===== src/rtl/pit_count_chan_if.sv =====
// pit_count_chan_if: control/data bundle between the 8253 bus/control-word
// logic (master) and one timer channel (slave).
interface pit_count_chan_if #(
   parameter int DIGITS = 4
) ();
   localparam int W = 4 * DIGITS;

   logic         load;      // one-cycle (re)load strobe
   logic [W-1:0] load_val;  // initial/reload count, 0 = full range
   logic         bcd_in;    // 1 = BCD counting, sampled on load
   logic [1:0]   mode_in;   // output waveform mode, sampled on load
   logic         gate;      // count enable / retrigger
   logic         en;        // divided timer tick qualifier
   logic [W-1:0] count;     // current counter value
   logic         out;       // channel output waveform
   logic         tc;        // one-cycle terminal-event pulse

   modport master (
      output load, load_val, bcd_in, mode_in, gate, en,
      input  count, out, tc
   );

   modport slave (
      input  load, load_val, bcd_in, mode_in, gate, en,
      output count, out, tc
   );
endinterface


===== src/rtl/pit_count_chan.sv =====
// pit_count_chan: one 8253-class timer channel. A DIGITS-nibble down counter
// with per-load binary/BCD selection, gate control and three output modes:
// interrupt on terminal count (0/1), rate generator (2), square wave (3).
module pit_count_chan #(
   parameter int DIGITS = 4
) (
   input  logic            clk,
   input  logic            rst,
   pit_count_chan_if.slave bus
);
   localparam int W = 4 * DIGITS;
   localparam logic [W-1:0] ONE = W'(1);
   localparam logic [W-1:0] TWO = W'(2);

   typedef enum logic {
      ST_IDLE,
      ST_RUN
   } state_e;

   typedef enum logic [1:0] {
      MODE_TC0    = 2'd0,
      MODE_TC1    = 2'd1,
      MODE_RATE   = 2'd2,
      MODE_SQUARE = 2'd3
   } mode_e;

   // Digitwise BCD subtract of 1 or 2 with a rippling borrow. A borrowing
   // digit wraps through ten; digits A-F are not corrected (A-1 = 9).
   function automatic logic [W-1:0] bcd_sub(input logic [W-1:0] v,
                                            input logic [1:0]   amt);
      logic [W-1:0] r;
      logic [4:0]   need;
      logic [4:0]   d;
      r    = '0;
      need = {3'b000, amt};
      for (int i = 0; i < DIGITS; i++) begin
         d = {1'b0, v[4*i +: 4]};
         if (d >= need) begin
            r[4*i +: 4] = 4'(d - need);
            need        = 5'd0;
         end else begin
            r[4*i +: 4] = 4'(d + 5'd10 - need);
            need        = 5'd1;
         end
      end
      return r;
   endfunction

   // Decrement by 1 or 2 in the selected number system (binary wraps mod 2^W).
   function automatic logic [W-1:0] count_sub(input logic [W-1:0] v,
                                              input logic [1:0]   amt,
                                              input logic         bcd);
      if (bcd) begin
         return bcd_sub(v, amt);
      end
      return v - {{(W-2){1'b0}}, amt};
   endfunction

   state_e       state_r,  state_nxt;
   mode_e        mode_r,   mode_nxt;
   logic [W-1:0] count_r,  count_nxt;
   logic [W-1:0] reload_r, reload_nxt;
   logic         bcd_r,    bcd_nxt;
   logic         out_r,    out_nxt;
   logic         tc_r,     tc_nxt;
   logic         gate_d;
   logic         gate_rise;
   logic         tick;

   // Next-state and datapath: load first, then per-mode counting in RUN.
   always_comb begin
      // NOTE: every signal driven here gets a default first so that no path
      // through the if/case tree leaves one unassigned and infers a latch.
      state_nxt  = state_r;
      mode_nxt   = mode_r;
      count_nxt  = count_r;
      reload_nxt = reload_r;
      bcd_nxt    = bcd_r;
      out_nxt    = out_r;
      tc_nxt     = 1'b0;
      gate_rise  = bus.gate & ~gate_d;
      tick       = (state_r == ST_RUN) & bus.gate & bus.en & ~bus.load;

      if (bus.load) begin
         // A load wins over any same-cycle tick or gate edge.
         state_nxt  = ST_RUN;
         mode_nxt   = mode_e'(bus.mode_in);
         reload_nxt = bus.load_val;
         bcd_nxt    = bus.bcd_in;
         count_nxt  = (mode_nxt == MODE_SQUARE) ? (bus.load_val & ~ONE) : bus.load_val;
         out_nxt    = (mode_nxt == MODE_RATE) || (mode_nxt == MODE_SQUARE);
      end else if (state_r == ST_IDLE) begin
         out_nxt = 1'b1;
      end else begin
         case (mode_r)
            MODE_TC0, MODE_TC1: begin
               // One-shot: out rises on 1->0 and stays high; counter wraps on.
               if (tick) begin
                  count_nxt = count_sub(count_r, 2'd1, bcd_r);
                  if (count_r == ONE) begin
                     out_nxt = 1'b1;
                     tc_nxt  = 1'b1;
                  end
               end
            end
            MODE_RATE: begin
               if (!bus.gate) begin
                  out_nxt = 1'b1;
               end else if (gate_rise) begin
                  count_nxt = reload_r;
                  out_nxt   = 1'b1;
               end else begin
                  if (tick) begin
                     if (count_r == ONE) begin
                        count_nxt = reload_r;
                        tc_nxt    = 1'b1;
                     end else begin
                        count_nxt = count_sub(count_r, 2'd1, bcd_r);
                     end
                  end
                  // Output is low for exactly the count==1 state.
                  out_nxt = (count_nxt != ONE);
               end
            end
            MODE_SQUARE: begin
               // Counting by two from an even reload; each half period toggles out.
               if (!bus.gate) begin
                  out_nxt = 1'b1;
               end else if (gate_rise) begin
                  count_nxt = reload_r & ~ONE;
                  out_nxt   = 1'b1;
               end else if (tick) begin
                  if (count_r == TWO) begin
                     count_nxt = reload_r & ~ONE;
                     out_nxt   = ~out_r;
                     tc_nxt    = 1'b1;
                  end else begin
                     count_nxt = count_sub(count_r, 2'd2, bcd_r);
                  end
               end
            end
            default: begin
               count_nxt = count_r;
            end
         endcase
      end
   end

   // Channel state register; reset returns to IDLE with the output high.
   always_ff @(posedge clk or posedge rst) begin
      if (rst) begin
         state_r  <= ST_IDLE;
         mode_r   <= MODE_TC0;
         count_r  <= '0;
         reload_r <= '0;
         bcd_r    <= 1'b0;
         gate_d   <= 1'b0;
         out_r    <= 1'b1;
         tc_r     <= 1'b0;
      end else begin
         // NOTE: non-blocking assignments so every register samples the
         // pre-edge values computed above, independent of statement order.
         state_r  <= state_nxt;
         mode_r   <= mode_nxt;
         count_r  <= count_nxt;
         reload_r <= reload_nxt;
         bcd_r    <= bcd_nxt;
         gate_d   <= bus.gate;
         out_r    <= out_nxt;
         tc_r     <= tc_nxt;
      end
   end

   assign bus.count = count_r;
   assign bus.out   = out_r;
   assign bus.tc    = tc_r;

endmodule


===== src/flat_wrapper.sv =====
// flat-port wrapper written by rule: the top's interface ports become plain ports
module pit_count_chan_flat 
#(
   parameter int DIGITS = 4
)
  (clk, rst, bus_load, bus_load_val, bus_bcd_in, bus_mode_in, bus_gate, bus_en, bus_count, bus_out, bus_tc);
  pit_count_chan_if #(.DIGITS(DIGITS)) bus_i ();
  input  logic clk;
  input  logic rst;
  input wire logic [$bits(bus_i.load)-1:0] bus_load;
  input wire logic [$bits(bus_i.load_val)-1:0] bus_load_val;
  input wire logic [$bits(bus_i.bcd_in)-1:0] bus_bcd_in;
  input wire logic [$bits(bus_i.mode_in)-1:0] bus_mode_in;
  input wire logic [$bits(bus_i.gate)-1:0] bus_gate;
  input wire logic [$bits(bus_i.en)-1:0] bus_en;
  output wire logic [$bits(bus_i.count)-1:0] bus_count;
  output wire logic [$bits(bus_i.out)-1:0] bus_out;
  output wire logic [$bits(bus_i.tc)-1:0] bus_tc;
  assign bus_i.load = bus_load;
  assign bus_i.load_val = bus_load_val;
  assign bus_i.bcd_in = bus_bcd_in;
  assign bus_i.mode_in = bus_mode_in;
  assign bus_i.gate = bus_gate;
  assign bus_i.en = bus_en;
  assign bus_count = bus_i.count;
  assign bus_out = bus_i.out;
  assign bus_tc = bus_i.tc;
  pit_count_chan #(.DIGITS(DIGITS)) u_core (.clk(clk), .rst(rst), .bus(bus_i));
endmodule

===== config.mk =====
export PLATFORM = sky130hd
export DESIGN_NAME = pit_count_chan_flat
export DESIGN_NICKNAME = d
export VERILOG_FILES = /design/src/rtl/pit_count_chan_if.sv /design/src/rtl/pit_count_chan.sv /design/src/flat_wrapper.sv
export SDC_FILE = /design/constraint.sdc
export NUM_CORES = 1
export LEC_CHECK = 0
export BUFFER_PORTS_ARGS = -buffer_cell sky130_fd_sc_hd__buf_2
export CAP_MARGIN = 10
export CORE_MARGIN = 2
export CORE_UTILIZATION = 30
export DETAILED_ROUTE_END_ITERATION = 12
export HOLD_SLACK_MARGIN = 0.03
export PLACE_DENSITY_LB_ADDON = 0.08
export SETUP_SLACK_MARGIN = 0.15
export SYNTH_ARGS = -nofsm -noshare
export SYNTH_HDL_FRONTEND = slang
export SYNTH_SLANG_ARGS = --single-unit

===== constraint.sdc =====
create_clock -name clk -period 4.8 [get_ports clk]
set_input_delay 0.72 -clock clk [delete_from_list [all_inputs] [get_ports clk]]
set_output_delay 0.72 -clock clk [all_outputs]
set_load 0.02 [all_outputs]

* Yosys cells after proc, flatten, opt, wreduce, memory -nomap -nowiden
Cells that the tools add are included.
** Cells by class
- Add/subtract/negate cells :: 28
- Multiply operators :: 0
- Div/mod/pow operators :: 0
- $lt $le $gt $ge :: 11
- Equality and inequality tests :: 16
- Shift operators :: 0
- Mux-type cells :: 146
- Bitwise operators :: 7
- Reduce and logical (&&, ||, !) cells :: 6
** Operators with widths (number)
- 16-bit two-way mux :: 22
- 5-bit two-way mux :: 62
- 4-bit subtractor :: 18
- 1-bit two-way mux :: 48
- 16-bit case mux with 3 select lines :: 1
- 4-bit by 5-bit >= comparator with 1-bit output :: 9
- 4-bit two-way mux :: 11
- 4-bit adder (second input constant) :: 4
- 16-bit by 1-bit == test with 1-bit output (second input constant) :: 1
- 16-bit by 2-bit == test with 1-bit output (second input constant) :: 1
- 16-bit by 1-bit != test with 1-bit output (second input constant) :: 1
- 16-bit by 1-bit subtractor with 16-bit output (second input constant) :: 1
- 16-bit by 2-bit subtractor with 16-bit output (second input constant) :: 1
- 6-bit != test (second input constant) :: 2
- 2-bit == test (second input constant) :: 4
- 4-bit != test (second input constant) :: 2
- 4-bit by 1-bit subtractor with 4-bit output (second input constant) :: 2
- 4-bit by 2-bit subtractor with 4-bit output (second input constant) :: 2
- 3-bit != test (second input constant) :: 2
- 1-bit case mux with 3 select lines :: 2
- 5-bit AND reduction :: 1
- 1-bit bitwise AND :: 4
- 4-bit by 1-bit >= comparator with 1-bit output (second input constant) :: 1
- 4-bit by 2-bit >= comparator with 1-bit output (second input constant) :: 1
- 9 further kinds :: 11
** Word-level totals
- Register bits after elaboration :: 39
- Bits in latches :: 0
- Memory bits (writable) :: 0
- Bits in read-only memories :: 0
- Output and inout bits :: 18
- Memories kept :: 0

* Depth between registers and ports, before layout
Gate-level depths: netlist of run 1.
- Depth after elaboration :: 47
- Mapped depth :: 19
- Gate-level depth less buffers :: 18

* Worst setup path after synthesis of run 1
OpenSTA, ideal clock, no wires.
- Path kind :: flip-flop to flip-flop
- From :: register u_core.count_r[1] (netlist: u_core.bus.count[1])
- To :: register u_core.out_r (netlist: u_core.bus.out)
- Library setup time :: 83 ps
- Data arrival time :: 4261 ps
- Data required time :: 4717 ps
- Slack :: 455 ps
- Stages on the path, launching flop included :: 17
- Period minus slack after synthesis :: 4345 ps
- Path through :: dfrtp_1 -> clkbuf_1 -> inv_1 -> ha_1 -> nor3b_1 -> nand4b_1 -> inv_1 -> ha_1 -> nor4b_1 -> nor3_1 -> ha_1 -> a2111oi_0 -> a2111oi_0 -> nor4_1 -> nand3_1 -> nor3b_2 -> a41oi_1
** On the way
- Longest elaborated chain between the ends :: 47
- Elaborated cells on any way between the ends :: 65
- Those cells by class :: add/sub: 10; order compare: 4; eq/ne: 5; mux: 45; reduce/logical: 1
** Ends and longest elaborated chain
- start, declared :: line pit_count_chan.sv:61 : logic [W-1:0] count_r, count_nxt;
- start signal, assigned :: line pit_count_chan.sv:165 : count_r <= count_nxt;
- 4-bit by 1-bit >= comparator with 1-bit output :: line pit_count_chan.sv:38 : if (d >= need) begin
- 1-bit two-way mux :: line pit_count_chan.sv:38
- 5-bit two-way mux :: line pit_count_chan.sv:53 : if (bcd) begin
- 5-bit two-way mux :: line pit_count_chan.sv:114 : if (count_r == ONE) begin
- 5-bit two-way mux :: line pit_count_chan.sv:113 : if (tick) begin
- 5-bit two-way mux :: line pit_count_chan.sv:109 : end else if (gate_rise) begin
- 5-bit two-way mux :: line pit_count_chan.sv:107 : if (!bus.gate) begin
- 5-bit two-way mux :: line pit_count_chan.sv:95 : case (mode_r)
- (+31 left out)
- 16-bit two-way mux :: line pit_count_chan.sv:92 : end else if (state_r == ST_IDLE) begin
- 16-bit two-way mux :: line pit_count_chan.sv:84 : if (bus.load) begin
- 16-bit by 1-bit != test with 1-bit output :: line pit_count_chan.sv:122 : out_nxt = (count_nxt != ONE);
- 1-bit two-way mux :: line pit_count_chan.sv:109
- 1-bit two-way mux :: line pit_count_chan.sv:107
- 1-bit case mux with 3 select lines :: line pit_count_chan.sv:95
- 1-bit two-way mux :: line pit_count_chan.sv:92
- 1-bit two-way mux :: line pit_count_chan.sv:84
- end signal, assigned :: line pit_count_chan.sv:169 : out_r <= out_nxt;
- end, declared :: line pit_count_chan.sv:64 : logic out_r, out_nxt;
Parallel ways exist; a longest one is shown, timed or not. The select of a mux whose other input is x is not followed.
A chain may end at the register's enable or synchronous reset.

* Worst setup path after layout of run 1
Same ends and word-level chain as after synthesis.

==> results of run 1 <==
==> layout by cell type (no fill, tap or decap), drive strengths merged, types with 15 or more instances in the layout <==
cell,Yosys,routed
a21oi,35,35
buf,15,73
nand2,56,56
dfrtp,38,38
xnor2,15,15
ha,26,26
inv,25,24
o21ai,50,50
nor2,31,31
nand3,20,20
nor3,17,17
==> flip-flops by register name (all words and copies together) (netlist names) <==
signal            cells
u_core.bus.count     16
u_core.reload_r      16
u_core.bus.tc         1
u_core.mode_r         2
u_core.bcd_r          1
u_core.state_r        1
u_core.gate_d         1
u_core.bus.out        1
==> layer usage <==
layer / part of all wire / wire length (um) / GRT usage
met1: 0.46 / 8978 / 0.3312
met2: 0.44 / 8665 / 0.3566
met3: 0.074 / 1460 / 0.03379
met5: 0 / 0 / 0
met4: 0.031 / 602 / 0.07509
==> per-stage QoR <==
stage | instance area, um^2 | hold slack [ns] | util | instances
after floorplan | 4797 | 0.4869 | - | 613
after CTS | 5331 | 0.5474 | 0.3381 | 857
final | 5363 | 0.5427 | 0.3401 | 859
after global placement | 5187 | 0.5254 | 0.3289 | 850
after global routing | 5363 | 0.5825 | 0.3401 | 859
after detailed placement | 5187 | 0.5307 | 0.3289 | 850
==> what timing repair did <==
action | CTS | global route
hold endpoints to repair | 0 | 0
gates resized for setup | 0 | 3
buffers inserted | 0 | 2
setup endpoints to repair | 0 | 3
==> final timing paths <==
path / startpoint / to / cells past startpoint
hold / removal: u_core.reload_r[7]$_DFFE_PP0P_ / u_core.reload_r[7]$_DFFE_PP0P_ / 1
hold reg to reg: u_core.reload_r[7]$_DFFE_PP0P_ / u_core.reload_r[7]$_DFFE_PP0P_ / 1
max in group asynchronous: rst / u_core.reload_r[15]$_DFFE_PP0P_ / 3
min in group asynchronous: rst / u_core.reload_r[3]$_DFFE_PP0P_ / 3
setup reg to reg: u_core.bus.count[1]$_DFFE_PP0P_ / u_core.bus.out$_DFFE_PP1P_ / 18
setup / recovery: u_core.bus.count[1]$_DFFE_PP0P_ / u_core.bus.out$_DFFE_PP1P_ / 18
==> report_power, final <==
group	total [mW]	internal [mW]	leakage, nW	switching, mW
Sequential	0.432	0.366	0.458	0.0653
Combinational	0.749	0.270	1.59	0.480
Clock	0.350	0.203	0.0727	0.147
Total	1.53	0.839	2.12	0.692
==> logic make-up after synthesis <==
logic type / after synthesis / share of synthesized area
simple gates: 220 / 0.2590
compound gates: 210 / 0.3018
buf+inv: 78 / 0.08659
flops: 39 / 0.2037
fa+ha+maj: 26 / 0.06781
xor+xnor: 20 / 0.03652
mux: 20 / 0.04460
==> Yosys cell counts, types with 8 or more instances <==
master,instances
mux2i_1,9
nand2_1,55
a21o_1,9
and3_1,10
inv_1,24
xnor2_1,15
o31ai_1,8
o21ai_0,50
a22oi_1,10
nor2_1,31
nor3_1,17
o22ai_1,9
a211oi_1,10
clkbuf_1,27
o211ai_1,10
ha_1,26
nor4_1,10
mux2_2,11
a21oi_1,34
nand3_1,20
nand2b_1,8
a31oi_1,11
dfrtp_1,38
==> layout make-up <==
cell class	count	area share
multi-input combinational	496	0.6379
clock inverter	1	0.0009333
clock buffer	6	0.02590
timing repair buffer	73	0.08306
tap	216	0.05040
inverter	28	0.01960
sequential	39	0.1822
==> flow_summary.html, run 1 <==
<table>
<tr><th>Metric</th><th>Value</th></tr>
<tr><th colspan="2">Run status</th></tr>
<tr><td>Status</td><td>completed</td></tr>
<tr><th colspan="2">CTS</th></tr>
<tr><td>Worst-skew pair later-pin latency</td><td>0.30 ns</td></tr>
<tr><td>Total number of H-tree levels</td><td>2</td></tr>
<tr><td>Maximum buffer depth of the clock tree</td><td>2</td></tr>
<tr><td>Hold buffer count at CTS</td><td>0</td></tr>
<tr><td>Clock transition at path regs</td><td>0.07 ns</td></tr>
<tr><td>CTS tree</td><td>done</td></tr>
<tr><td>Total clock buffers created by CTS</td><td>5</td></tr>
<tr><td>Root buf cell</td><td>clkbuf_16</td></tr>
<tr><td>Clk sink count</td><td>39</td></tr>
<tr><th colspan="2">Die</th></tr>
<tr><td>Total Die Area</td><td>0.01702 mm^2</td></tr>
<tr><td>Standard-cell rows</td><td>46</td></tr>
<tr><td>Chip width</td><td>130.5 um</td></tr>
<tr><td>Core Footprint</td><td>0.01577 mm^2</td></tr>
<tr><td>Die height</td><td>130.5 um</td></tr>
<tr><td>Initial Utilization</td><td>0.3042</td></tr>
<tr><td>Number of top-level pins</td><td>42</td></tr>
<tr><th colspan="2">Synth</th></tr>
<tr><td>Area of the mapped netlist</td><td>0.004797 mm^2</td></tr>
<tr><td>EDFF count, synth</td><td>0</td></tr>
<tr><td>Number of distinct library cells after synthesis</td><td>87</td></tr>
<tr><td>Async set-reset flop share out of synthesis</td><td>1.000</td></tr>
<tr><td>Synth top area share</td><td>0.1982</td></tr>
<tr><td>#FFs+latches synth</td><td>39</td></tr>
<tr><td>Warnings, synthesis</td><td>0</td></tr>
<tr><td>Top_reg_cell synth</td><td>dfrtp_1</td></tr>
<tr><td>Dominant cells by area after synthesis</td><td>dfrtp_1 20%, ha_1 6.8%, o21ai_0 5.2%, nand2_1 4.3%, a21oi_1 3.5%</td></tr>
<tr><td>Synthesized Nets</td><td>663</td></tr>
<tr><td>Area leader, netlist</td><td>dfrtp_1</td></tr>
<tr><td>Synthesized netlist cell count</td><td>613</td></tr>
<tr><td>Synth Area per Inst</td><td>7.826 um^2</td></tr>
<tr><td>Post-synthesis sequential area ratio</td><td>0.2037</td></tr>
<tr><th colspan="2">GRT</th></tr>
<tr><td>Largest net degree at the start of global routing</td><td>40</td></tr>
<tr><td>Initial antenna violation count</td><td>0</td></tr>
<tr><td>Number of global-route vias before repair</td><td>4753</td></tr>
<tr><td>Wire length of the first global-routing pass</td><td>29.60 mm</td></tr>
<tr><td>Global router's overall resource usage</td><td>0.2307</td></tr>
<tr><td>Final global-route overflow total</td><td>0</td></tr>
<tr><th colspan="2">Setup path</th></tr>
<tr><td>Category of the worst setup path launch point</td><td>flip-flop</td></tr>
<tr><td>Worst setup slack for register-to-register paths</td><td>0.53 ns</td></tr>
<tr><td>Worst Path Max Fanout</td><td>7</td></tr>
<tr><td>Number of buffers and inverters on the critical path</td><td>5</td></tr>
<tr><td>Largest delay share family, worst path</td><td>simple AND/OR/NAND/NOR gates</td></tr>
<tr><td>Longest individual stage delay on the worst path</td><td>0.43 ns</td></tr>
<tr><td>Worst Path Required</td><td>5.02 ns</td></tr>
<tr><td>Endpoint kind of the worst setup timing path</td><td>flip-flop</td></tr>
<tr><td>Worst-path cell with the longest stage delay</td><td>dfrtp_1</td></tr>
<tr><td>Ordered cell list for the critical path</td><td>inv_1 -&gt; ha_1 -&gt; nor3b_1 -&gt; nand4b_1 -&gt; inv_1 -&gt; ha_1 -&gt; nor4b_2 -&gt; nor3_1 -&gt; buf_4 -&gt; ha_1 -&gt; inv_1 -&gt; a2111oi_0 -&gt; a2111oi_0 -&gt; nor4_1 -&gt; buf_4 -&gt; nand3_1 -&gt; nor3b_2 -&gt; a41oi_1</td></tr>
<tr><td>Crit path DAT</td><td>4.49 ns</td></tr>
<tr><td>Setup CP Type</td><td>flip-flop to flip-flop</td></tr>
<tr><th colspan="2">Drt</th></tr>
<tr><td>Number of routed nets with antenna violations</td><td>0</td></tr>
<tr><td>Number of vias per cell</td><td>6.057</td></tr>
<tr><td>Remaining DRCs</td><td>0</td></tr>
<tr><td>Drt initial violations</td><td>625</td></tr>
<tr><td>Wire length reported by the detailed router</td><td>19.71 mm</td></tr>
<tr><td>First-pass iteration count of the detailed router</td><td>5</td></tr>
<tr><td>Vias after detailed routing</td><td>5203</td></tr>
<tr><td>Routed wire per std cell</td><td>22.94 um</td></tr>
<tr><th colspan="2">STA</th></tr>
<tr><td>Sum of negative setup slack</td><td>0 ns</td></tr>
<tr><td>Relative slew slack</td><td>0.4031</td></tr>
<tr><td>Final Max Slew Viols</td><td>0</td></tr>
<tr><td>Number of hold violations in the final report</td><td>0</td></tr>
<tr><td>Max Fclk</td><td>234.0 MHz</td></tr>
<tr><td>Measured slew at the worst slew-check pin</td><td>0.8885 ns</td></tr>
<tr><td>Setup Viol. Count Final</td><td>0</td></tr>
<tr><td>Final worst clock skew</td><td>0.007509 ns</td></tr>
<tr><td>Slack of the critical path</td><td>0.5272 ns</td></tr>
<tr><td>Time the worst path needs with I/O delays and setup</td><td>4.273 ns</td></tr>
<tr><td>Share of the clock period used by the worst path after layout</td><td>0.8902</td></tr>
<tr><td>RSZ-0062 raised after global routing</td><td>no</td></tr>
<tr><th colspan="2">Layout</th></tr>
<tr><td>Number of antenna cells inserted</td><td>0</td></tr>
<tr><td>Multi-input gate area</td><td>0.003421 mm^2</td></tr>
<tr><td>Area Growth Syn to Fin</td><td>11.79%</td></tr>
<tr><td>Number of nets in the finished design</td><td>693</td></tr>
<tr><td>Area taken by flip-flops and latches</td><td>977.2 um^2</td></tr>
<tr><td>Filler cells</td><td>1744</td></tr>
<tr><td>Ratio of cells with drive above 1 in the final layout</td><td>0.1882</td></tr>
<tr><th colspan="2">Place</th></tr>
<tr><td>Worst-case setup slack after placement</td><td>0.4259 ns</td></tr>
<tr><td>Final weighted congestion in routability-driven placement</td><td>0.9066</td></tr>
<tr><td>Number of buffers inserted by port buffering</td><td>41</td></tr>
<tr><td>DP Wirelength</td><td>14.59 mm</td></tr>
<tr><th colspan="2">Power and ir drop</th></tr>
<tr><td>Max VDD drop</td><td>0.1524 mV</td></tr>
<tr><td>Overall power after layout</td><td>1.531 mW</td></tr>
<tr><td>Cell leakage power</td><td>2.119 nW</td></tr>
<tr><td>Pwr per Cell Area</td><td>285.5 mW/mm^2</td></tr>
<tr><th colspan="2">Hold path</th></tr>
<tr><td>Class of the worst hold path</td><td>flip-flop to flip-flop</td></tr>
<tr><th colspan="2">Run</th></tr>
<tr><td>Maximum capacitance violations</td><td>0</td></tr>
</table>
(Power assumes the default switching activity.)
==> run 2: changes to the inputs <==
--- a/config.mk
+++ b/config.mk
@@ -8,7 +8,7 @@
 export BUFFER_PORTS_ARGS = -buffer_cell sky130_fd_sc_hd__buf_2
 export CAP_MARGIN = 10
 export CORE_MARGIN = 2
-export CORE_UTILIZATION = 30
+export CORE_UTILIZATION = 60
 export DETAILED_ROUTE_END_ITERATION = 12
 export HOLD_SLACK_MARGIN = 0.03
 export PLACE_DENSITY_LB_ADDON = 0.08
==> flow_summary.html, run 2 (synthesis gave the netlist of run 1 again) <==
<table>
<tr><th>Metric</th><th>Value</th></tr>
<tr><th colspan="2">GRT</th></tr>
<tr><td>Initial antenna violation count</td><td>0</td></tr>
<tr><td>Global router's overall resource usage</td><td>0.3875</td></tr>
<tr><td>Number of global-route vias before repair</td><td>4818</td></tr>
<tr><td>Wire length of the first global-routing pass</td><td>26.39 mm</td></tr>
<tr><td>Final global-route overflow total</td><td>0</td></tr>
<tr><td>Largest net degree at the start of global routing</td><td>49</td></tr>
<tr><th colspan="2">Power and ir drop</th></tr>
<tr><td>Max VDD drop</td><td>0.2278 mV</td></tr>
<tr><td>Cell leakage power</td><td>2.045 nW</td></tr>
<tr><td>Pwr per Cell Area</td><td>271.2 mW/mm^2</td></tr>
<tr><th colspan="2">STA</th></tr>
<tr><td>Slack of the critical path</td><td>0.4803 ns</td></tr>
<tr><td>Sum of negative setup slack</td><td>0 ns</td></tr>
<tr><td>Measured slew at the worst slew-check pin</td><td>0.9481 ns</td></tr>
<tr><td>Time the worst path needs with I/O delays and setup</td><td>4.320 ns</td></tr>
<tr><td>Final worst clock skew</td><td>0.01004 ns</td></tr>
<tr><td>Final Max Slew Viols</td><td>0</td></tr>
<tr><td>RSZ-0062 raised after global routing</td><td>no</td></tr>
<tr><td>Number of hold violations in the final report</td><td>0</td></tr>
<tr><td>Setup Viol. Count Final</td><td>0</td></tr>
<tr><td>Max Fclk</td><td>231.5 MHz</td></tr>
<tr><td>Relative slew slack</td><td>0.3621</td></tr>
<tr><td>Share of the clock period used by the worst path after layout</td><td>0.8999</td></tr>
<tr><th colspan="2">Die</th></tr>
<tr><td>Die height</td><td>93.42 um</td></tr>
<tr><td>Core Footprint</td><td>0.007727 mm^2</td></tr>
<tr><td>Chip width</td><td>93.42 um</td></tr>
<tr><td>Initial Utilization</td><td>0.6208</td></tr>
<tr><td>Number of top-level pins</td><td>42</td></tr>
<tr><td>Standard-cell rows</td><td>32</td></tr>
<tr><td>Total Die Area</td><td>0.008726 mm^2</td></tr>
<tr><th colspan="2">Layout</th></tr>
<tr><td>Area Growth Syn to Fin</td><td>6.208%</td></tr>
<tr><td>Ratio of cells with drive above 1 in the final layout</td><td>0.1769</td></tr>
<tr><td>Number of antenna cells inserted</td><td>0</td></tr>
<tr><td>Commonest non-fill, non-tap cell in the layout</td><td>nand2_1</td></tr>
<tr><td>Most used cells in the layout excluding fill and tap cells</td><td>55 x nand2_1, 50 x o21ai_0, 41 x buf_2</td></tr>
<tr><td>Number of nets in the finished design</td><td>682</td></tr>
<tr><th colspan="2">Place</th></tr>
<tr><td>Number of buffers inserted by port buffering</td><td>41</td></tr>
<tr><td>Final weighted congestion in routability-driven placement</td><td>0.9906</td></tr>
<tr><td>DP Wirelength</td><td>11.94 mm</td></tr>
<tr><td>Worst-case setup slack after placement</td><td>0.4236 ns</td></tr>
<tr><th colspan="2">Setup path</th></tr>
<tr><td>Crit path DAT</td><td>4.50 ns</td></tr>
<tr><td>Worst setup slack for register-to-register paths</td><td>0.48 ns</td></tr>
<tr><td>Most repeated library cell on the critical path</td><td>ha_1</td></tr>
<tr><td>Longest individual stage delay on the worst path</td><td>0.43 ns</td></tr>
<tr><td>Worst Path Max Fanout</td><td>6</td></tr>
<tr><td>Category of the worst setup path launch point</td><td>flip-flop</td></tr>
<tr><td>Worst Path Required</td><td>4.98 ns</td></tr>
<tr><td>Endpoint kind of the worst setup timing path</td><td>flip-flop</td></tr>
<tr><td>Largest delay share family, worst path</td><td>compound AO/OA/AOI/OAI gates</td></tr>
<tr><td>Setup CP Type</td><td>flip-flop to flip-flop</td></tr>
<tr><td>Worst-path cell with the longest stage delay</td><td>dfrtp_1</td></tr>
<tr><td>Number of buffers and inverters on the critical path</td><td>1</td></tr>
<tr><td>Ordered cell list for the critical path</td><td>inv_1 -&gt; ha_1 -&gt; nor4_2 -&gt; ha_1 -&gt; nand3b_1 -&gt; a21oi_1 -&gt; ha_1 -&gt; nor2b_1 -&gt; a311oi_2 -&gt; ha_1 -&gt; nand3b_1 -&gt; a211oi_1 -&gt; a211o_1 -&gt; a21oi_1 -&gt; a211oi_1 -&gt; o211ai_1 -&gt; a2bb2oi_1</td></tr>
<tr><th colspan="2">CTS</th></tr>
<tr><td>Total number of H-tree levels</td><td>2</td></tr>
<tr><td>Maximum buffer depth of the clock tree</td><td>2</td></tr>
<tr><td>CTS tree</td><td>done</td></tr>
<tr><td>Worst-skew pair later-pin latency</td><td>0.30 ns</td></tr>
<tr><td>Clk sink count</td><td>39</td></tr>
<tr><td>Total clock buffers created by CTS</td><td>5</td></tr>
<tr><td>Hold buffer count at CTS</td><td>0</td></tr>
<tr><td>Root buf cell</td><td>clkbuf_8</td></tr>
<tr><td>Clock transition at path regs</td><td>0.08 ns</td></tr>
<tr><th colspan="2">Drt</th></tr>
<tr><td>Wire length reported by the detailed router</td><td>17.05 mm</td></tr>
<tr><td>Number of vias per cell</td><td>7.317</td></tr>
<tr><td>Vias after detailed routing</td><td>5378</td></tr>
<tr><td>Detailed route wirelength on metal3</td><td>2.220 mm</td></tr>
<tr><td>Number of routed nets with antenna violations</td><td>0</td></tr>
<tr><td>Remaining DRCs</td><td>0</td></tr>
<tr><td>Drt initial violations</td><td>753</td></tr>
<tr><td>Top layer used by detailed routing</td><td>met4</td></tr>
<tr><td>Met2 Wirelength</td><td>7.296 mm</td></tr>
<tr><td>First-pass iteration count of the detailed router</td><td>5</td></tr>
<tr><td>Routed wire per std cell</td><td>23.20 um</td></tr>
<tr><td>Metal-1 WL</td><td>7.086 mm</td></tr>
<tr><th colspan="2">Run status</th></tr>
<tr><td>Status</td><td>completed</td></tr>
<tr><th colspan="2">Hold path</th></tr>
<tr><td>Class of the worst hold path</td><td>input port to asynchronous set/reset pin</td></tr>
<tr><th colspan="2">Run</th></tr>
<tr><td>Maximum capacitance violations</td><td>0</td></tr>
</table>
==> run 2: changes by cell type in the layout (fill, tap and decap cells not counted), sizes merged <==
cell	change
clkbuf	+1
clkinv	-1
buf	-11
inv	+1
==> run 2: area by class of cell <==
| type | instances | area, um^2 |
|---|---|---|
| clock buffer | 7 | 76.32 |
| fill | 694 | 2633 |
| timing repair buffer | 62 | 362.8 |
| clock inverter | 1 | 5.005 |
| multi-input combinational | 496 | 3441 |
| inverter | 28 | 105.1 |
| tap | 102 | 127.6 |
| sequential | 39 | 977.2 |
==> run 2: tightest hold or removal path, cell delays in order <==
cell and delay (ns):
buf_2 0.09, inv_1 0.04, buf_4 0.44
==> run 2: path summary, 6_finish.rpt <==
check / start / endpoint / depth (start not counted)
min in group clk: u_core.reload_r[12]$_DFFE_PP0P_ / u_core.reload_r[12]$_DFFE_PP0P_ / 1
max in group asynchronous: rst / u_core.bus.out$_DFFE_PP1P_ / 3
setup / recovery: u_core.bus.count[0]$_DFFE_PP0P_ / u_core.bus.count[15]$_DFFE_PP0P_ / 17
setup reg to reg: u_core.bus.count[0]$_DFFE_PP0P_ / u_core.bus.count[15]$_DFFE_PP0P_ / 17
hold reg to reg: u_core.reload_r[12]$_DFFE_PP0P_ / u_core.reload_r[12]$_DFFE_PP0P_ / 1
hold / removal: rst / u_core.reload_r[3]$_DFFE_PP0P_ / 3
==> run 2: power breakdown <==
part           total [mW]  switching, mW  internal [mW]  leakage (nW)
Sequential          0.438         0.0726          0.366         0.458
Combinational       0.721          0.460          0.261          1.55
Clock               0.223          0.120          0.102        0.0422
Total                1.38          0.653          0.729          2.05
==> run 2: timing repair <==
item	in CTS	in global routing
hold endpoints to repair	0	0
resized for setup	0	6
buffers inserted	0	0
setup endpoints to repair	0	3
==> run 2: layer usage <==
layer / GRT usage / vias to the layer above
met3: 0.08864 / 49
li1: - / 2372
met2: 0.5677 / 425
met5: 0 / -
met1: 0.5634 / 2532
met4: 0.1213 / 0
==> run 2: stage by stage <==
stage / util / total power [mW] / instances / hold slack, ns / instance area [um^2]
floorplan: - / 0.9180 / 613 / 0.4869 / 4797
global placement: 0.6441 / 1.110 / 727 / 0.5288 / 4977
detailed placement: 0.6441 / 1.118 / 727 / 0.5359 / 4977
CTS: 0.6546 / 1.340 / 735 / 0.5537 / 5059
global route: 0.6593 / 1.452 / 735 / 0.5796 / 5095
finish: 0.6593 / 1.382 / 735 / 0.5389 / 5095
